===== config.mk =====
export PLATFORM = sky130hd
export DESIGN_NAME = serial_adder
export DESIGN_NICKNAME = d
export VERILOG_FILES = /design/src/rtl/serial_adder.sv
export SDC_FILE = /design/constraint.sdc
export NUM_CORES = 1
export LEC_CHECK = 0
export BUFFER_PORTS_ARGS = -buffer_cell sky130_fd_sc_hd__clkbuf_2
export CAP_MARGIN = 20
export CORE_MARGIN = 2
export CORE_UTILIZATION = 58
export CTS_BUF_LIST = sky130_fd_sc_hd__clkbuf_16
export CTS_CLUSTER_DIAMETER = 150
export DETAILED_ROUTE_END_ITERATION = 12
export GPL_ROUTABILITY_DRIVEN = 0
export PLACE_DENSITY_LB_ADDON = 0.3
export SLEW_MARGIN = 10
export SYNTH_ARGS = -nofsm -noshare
export SYNTH_HDL_FRONTEND = slang
export SYNTH_SLANG_ARGS = --single-unit

===== constraint.sdc =====
create_clock -name clk -period 3.51 [get_ports clk]
set_input_delay 0.702 -clock clk [delete_from_list [all_inputs] [get_ports clk]]
set_output_delay 0.702 -clock clk [all_outputs]
set_load 0.005 [all_outputs]

===== src/rtl/serial_adder.sv =====
// rtl/serial_adder.sv - digit-serial adder/subtractor, LSB first, valid/ready in and out
// A DIGIT-bit ripple slice of full-adder cells is reused N = WIDTH/DIGIT times per operation.

module serial_adder_fa (
  input  logic a,
  input  logic b,
  input  logic ci,
  output logic s,
  output logic co
);
  assign s  = a ^ b ^ ci;
  assign co = (a & b) | (ci & (a ^ b));
endmodule

module serial_adder #(
  parameter int WIDTH = 8,
  parameter int DIGIT = 1
) (
  input  logic             clk,
  input  logic             rst,
  input  logic             in_valid,
  output logic             in_ready,
  input  logic [WIDTH-1:0] a,
  input  logic [WIDTH-1:0] b,
  input  logic             sub,
  output logic             out_valid,
  input  logic             out_ready,
  output logic [WIDTH-1:0] sum,
  output logic             cout,
  output logic             ovf
);
  localparam int N  = WIDTH / DIGIT;
  localparam int CW = (N > 1) ? $clog2(N) : 1;

  generate
    if (WIDTH < 2 || DIGIT < 1 || DIGIT > WIDTH || (WIDTH % DIGIT) != 0) begin : g_bad_cfg
      $error("serial_adder: DIGIT must divide WIDTH, 1 <= DIGIT <= WIDTH, WIDTH >= 2");
    end
  endgenerate

  typedef enum logic [1:0] {IDLE, RUN, DONE} state_t;

  state_t           state;
  logic [WIDTH-1:0] a_sh;
  logic [WIDTH-1:0] b_sh;
  logic [WIDTH-1:0] s_sh;
  logic             carry;
  logic [CW-1:0]    count;

  logic [DIGIT:0]   c;
  logic [DIGIT-1:0] d;
  logic [WIDTH-1:0] s_next;

  assign c[0] = carry;

  for (genvar i = 0; i < DIGIT; i++) begin : g_slice
    serial_adder_fa u_fa (
      .a  (a_sh[i]),
      .b  (b_sh[i]),
      .ci (c[i]),
      .s  (d[i]),
      .co (c[i+1])
    );
  end

  // New digit enters at the MSB end so the final shift leaves the result aligned.
  assign s_next = (s_sh >> DIGIT) | (WIDTH'(d) << (WIDTH - DIGIT));

  always_ff @(posedge clk or posedge rst) begin
    if (rst) begin
      state     <= IDLE;
      in_ready  <= 1'b1;
      out_valid <= 1'b0;
      sum       <= '0;
      cout      <= 1'b0;
      ovf       <= 1'b0;
      a_sh      <= '0;
      b_sh      <= '0;
      s_sh      <= '0;
      carry     <= 1'b0;
      count     <= '0;
    end else begin
      case (state)
        IDLE: begin
          if (in_valid) begin
            // Subtraction is a + ~b + 1: invert b here and seed the carry with 1.
            a_sh     <= a;
            b_sh     <= b ^ {WIDTH{sub}};
            carry    <= sub;
            count    <= '0;
            s_sh     <= '0;
            in_ready <= 1'b0;
            state    <= RUN;
          end
        end
        RUN: begin
          a_sh  <= a_sh >> DIGIT;
          b_sh  <= b_sh >> DIGIT;
          s_sh  <= s_next;
          carry <= c[DIGIT];
          count <= count + 1'b1;
          if (count == CW'(N - 1)) begin
            sum       <= s_next;
            cout      <= c[DIGIT];
            ovf       <= c[DIGIT-1] ^ c[DIGIT];
            out_valid <= 1'b1;
            state     <= DONE;
          end
        end
        DONE: begin
          if (out_ready) begin
            out_valid <= 1'b0;
            in_ready  <= 1'b1;
            state     <= IDLE;
          end
        end
        default: state <= IDLE;
      endcase
    end
  end
endmodule


==> out/qor.txt <==
Worst path depth = 3
Setup tns final = 0 ns
Worst Setup EP = b_sh[1]
Final count of hold timing violations = 0
Hold/Removal Path Class = flop to flop
Filler Cell Count = 210
Die Area = 0.00358 mm^2
Gate Count Post-Synth = 148
Routed wire length per instance = 16.1 um
H-tree depth = 2
Switch share = 0.297
Internal Pwr Total = 1.35 mW
Critical register-to-register path startpoint = state[0]
Status = complete, no violations
CP max-delay cell = nor2b_1
Number of synthesized flops with an enable pin = 0
Sw power = 0.570 mW
Max-cap viol count = 0
Clock root cell = clkbuf_16
Residual antenna-violating net count after detailed routing = 0
Synth Net Count = 172
Worst endpoint required time = 3.69 ns
# Post-CTS Setup Buffers = 0
Worst setup path start = state[0]
FF-to-FF path depth = 3
Area share of the largest cell type after synthesis = 0.553
First-pass GRT wire length = 5780 um
CP Cell Sequence = nor2b_1, nand2_1, o221ai_1
CP max FO = 22
Vias = 1,250
Hold-fix buffer count after cts = 0
Worst VDD drop = 0.000464 V
Register share of total power = 0.424
Synth cell types = 27
Reg clk slew, reported paths = 0.06 ns
Max incr delay on CP = 0.69 ns
DIE WIDTH = 59.9 um
Dpl cells = 205
Clk sinks = 41
Total CTS buffers = 5
Total wire length = 3420 um
Skew-Pair Late Insertion Delay = 0.28 ns
Die Y = 59.9 um
Sequential area share after synthesis = 0.568
Endpoints failing setup = 0
Period utilization = 0.591
IO Pins = 33
Initial Util = 0.602
Synth Flop Type = dfrtp_1
CP arrival = 2.26 ns
Core area = 0.00300 mm^2
Final slew viol count = 0
Post_cts resized = 0
Seq cells post-synth = 41
Total gr overflow = 0
Clock tree from TritonCTS = yes
1st-iter DRT viols = 68
P per Cell Area = 894 mW/mm^2
Worst R2R Setup Slack = 1.44 ns
Top cells by area, synth = dfrtp_1, mux2_4, nand2_1, a22o_1, xnor2_1
Reg-to-reg endpoint = b_sh[1]
Dominant cell type by area after synthesis = dfrtp_1
Nets = 203
Min Tclk post-route = 2.07 ns
GR Util All Layers = 0.224
Largest net degree at the start of global routing = 42
Via/cell ratio = 5.87
Highest Clock Rate = 482 MHz
Length of the first detailed-routing pass in iterations = 4
Leak pwr = 1.03 nW
# diodes = 0
Startpoint Class = flop
Non-filler cells, final = 213
Initial antenna violation count = 0
Crit Path Category = flop to flop
RSZ-0062 raised after global routing = false
WP buf/inv = 0
Synth async-reset ratio = 1.00
Layout cells sized above 1 = 0.311
Number of global-route vias before repair = 1,262
Post-Syn Area = 0.00181 mm^2
CP top delay family = simple AND/OR/NAND/NOR gates
Site Rows = 20
CP Capture Type = flop
Logic pwr share = 0.273
Synth-to-Final Area Change = 18.7%
HPWL after DPL = 2210 um
Clk_skew = 0.00376 ns
Worst rel slew slack = 0.484
Synth warn = 0
Clock Path Buffers = 2
Clock power share = 0.303
Syn Area/Cell = 12.2 um^2
Least-Margin Pin Slew = 0.774 ns
Tot Pwr = 1.92 mW
Number of remaining DRC errors = 0
Port Buf Inserts = 32
## sequential cells by signal, summed over array words and instances, names as in the netlist, 2 cells and up
signal,flops
a_sh,8
b_sh,8
sum,8
state,2
s_sh,7
count,3
## tightest hold or removal path: stages (launching register included)
cell and delay [ns]:
dfrtp_1 0.34, nand2_1 0.05, o21ai_0 0.06
## layout make-up
| type | instances | area, um^2 | area share |
|---|---|---|---|
| sequential | 41 | 1030 | 0.478 |
| clock buffer | 5 | 125 | 0.0583 |
| tap | 33 | 41.3 | 0.0192 |
| inverter | 4 | 15.0 | 0.00699 |
| multi-input combinational | 94 | 706 | 0.329 |
| clock inverter | 3 | 65.1 | 0.0303 |
| timing repair buffer | 33 | 168 | 0.0781 |
## layer usage
metal,vias up,GRT usage,share of wire
met2,34,0.376,0.55
li1,588,-,-
met1,621,0.262,0.39
met5,-,0,0
met4,0,0.105,0.021
met3,7,0.0649,0.041
## power by group through the flow
stage	clock network [mW]	logic [mW]	registers, mW
after global routing	0.613	0.593	0.840
after CTS	0.587	0.532	0.816
after global placement	0	0.502	0.802
final	0.582	0.524	0.814
after floorplan	0	0.437	0.759
after detailed placement	0	0.523	0.819
## how the worst min path moves through the flow
stage | cells after the start | startpoint | end | slack [ns]
2_1_floorplan | 2 | b_sh[7] | b_sh[7] | 0.45
3_3_place_gp | 2 | a_sh[1] | a_sh[1] | 0.46
3_5_place_dp | 2 | a_sh[2] | a_sh[2] | 0.47
4_1_cts | 2 | a_sh[2] | a_sh[2] | 0.48
5_1_grt | 2 | a_sh[2] | a_sh[2] | 0.51
6_report | 2 | ovf | ovf | 0.48
## kinds of logic after synthesis
| family | synth area share |
|---|---|
| muxes | 0.0768 |
| xor gates and xnor gates | 0.0436 |
| buffers and inverters | 0.0422 |
| DFF | 0.568 |
| AOI/OAI and AO/OA | 0.173 |
| adders and majority gates | 0.0249 |
| and+or+nand+nor | 0.0719 |
## through the flow
step           worst slack (ns)  utilization  hold slack (ns)  area (um^2)
5_1_grt                    1.26        0.715            0.508         2150
3_5_place_dp               1.39        0.652            0.472         1960
4_1_cts                    1.47        0.715            0.485         2150
3_3_place_gp               1.45        0.652            0.462         1960
2_1_floorplan              1.86            -            0.450         1810
6_report                   1.44        0.715            0.483         2150
## synthesized netlist by cell type (2+ instances only)
cell type / n
buf_4: 2
a21oi_1: 4
dfrtp_1: 40
inv_1: 3
mux2_2: 3
nand2_1: 26
buf_6: 2
a22oi_1: 8
mux2_4: 7
a22o_1: 9
o221ai_1: 7
o21ai_0: 10
xnor2_1: 9
buf_2: 4
ha_1: 2
## cell usage in the layout, fill, tap and decap left out, types with 4 or more instances in the layout
cell,Yosys,routed
o21ai_0,10,10
xnor2_1,9,9
mux2_4,7,7
dfrtp_1,40,40
a22oi_1,8,8
clkbuf_16,0,5
a21oi_1,4,4
nand2_1,26,26
a22o_1,9,9
clkbuf_2,0,32
o221ai_1,7,7
Power figures use the tool's default switching activity.
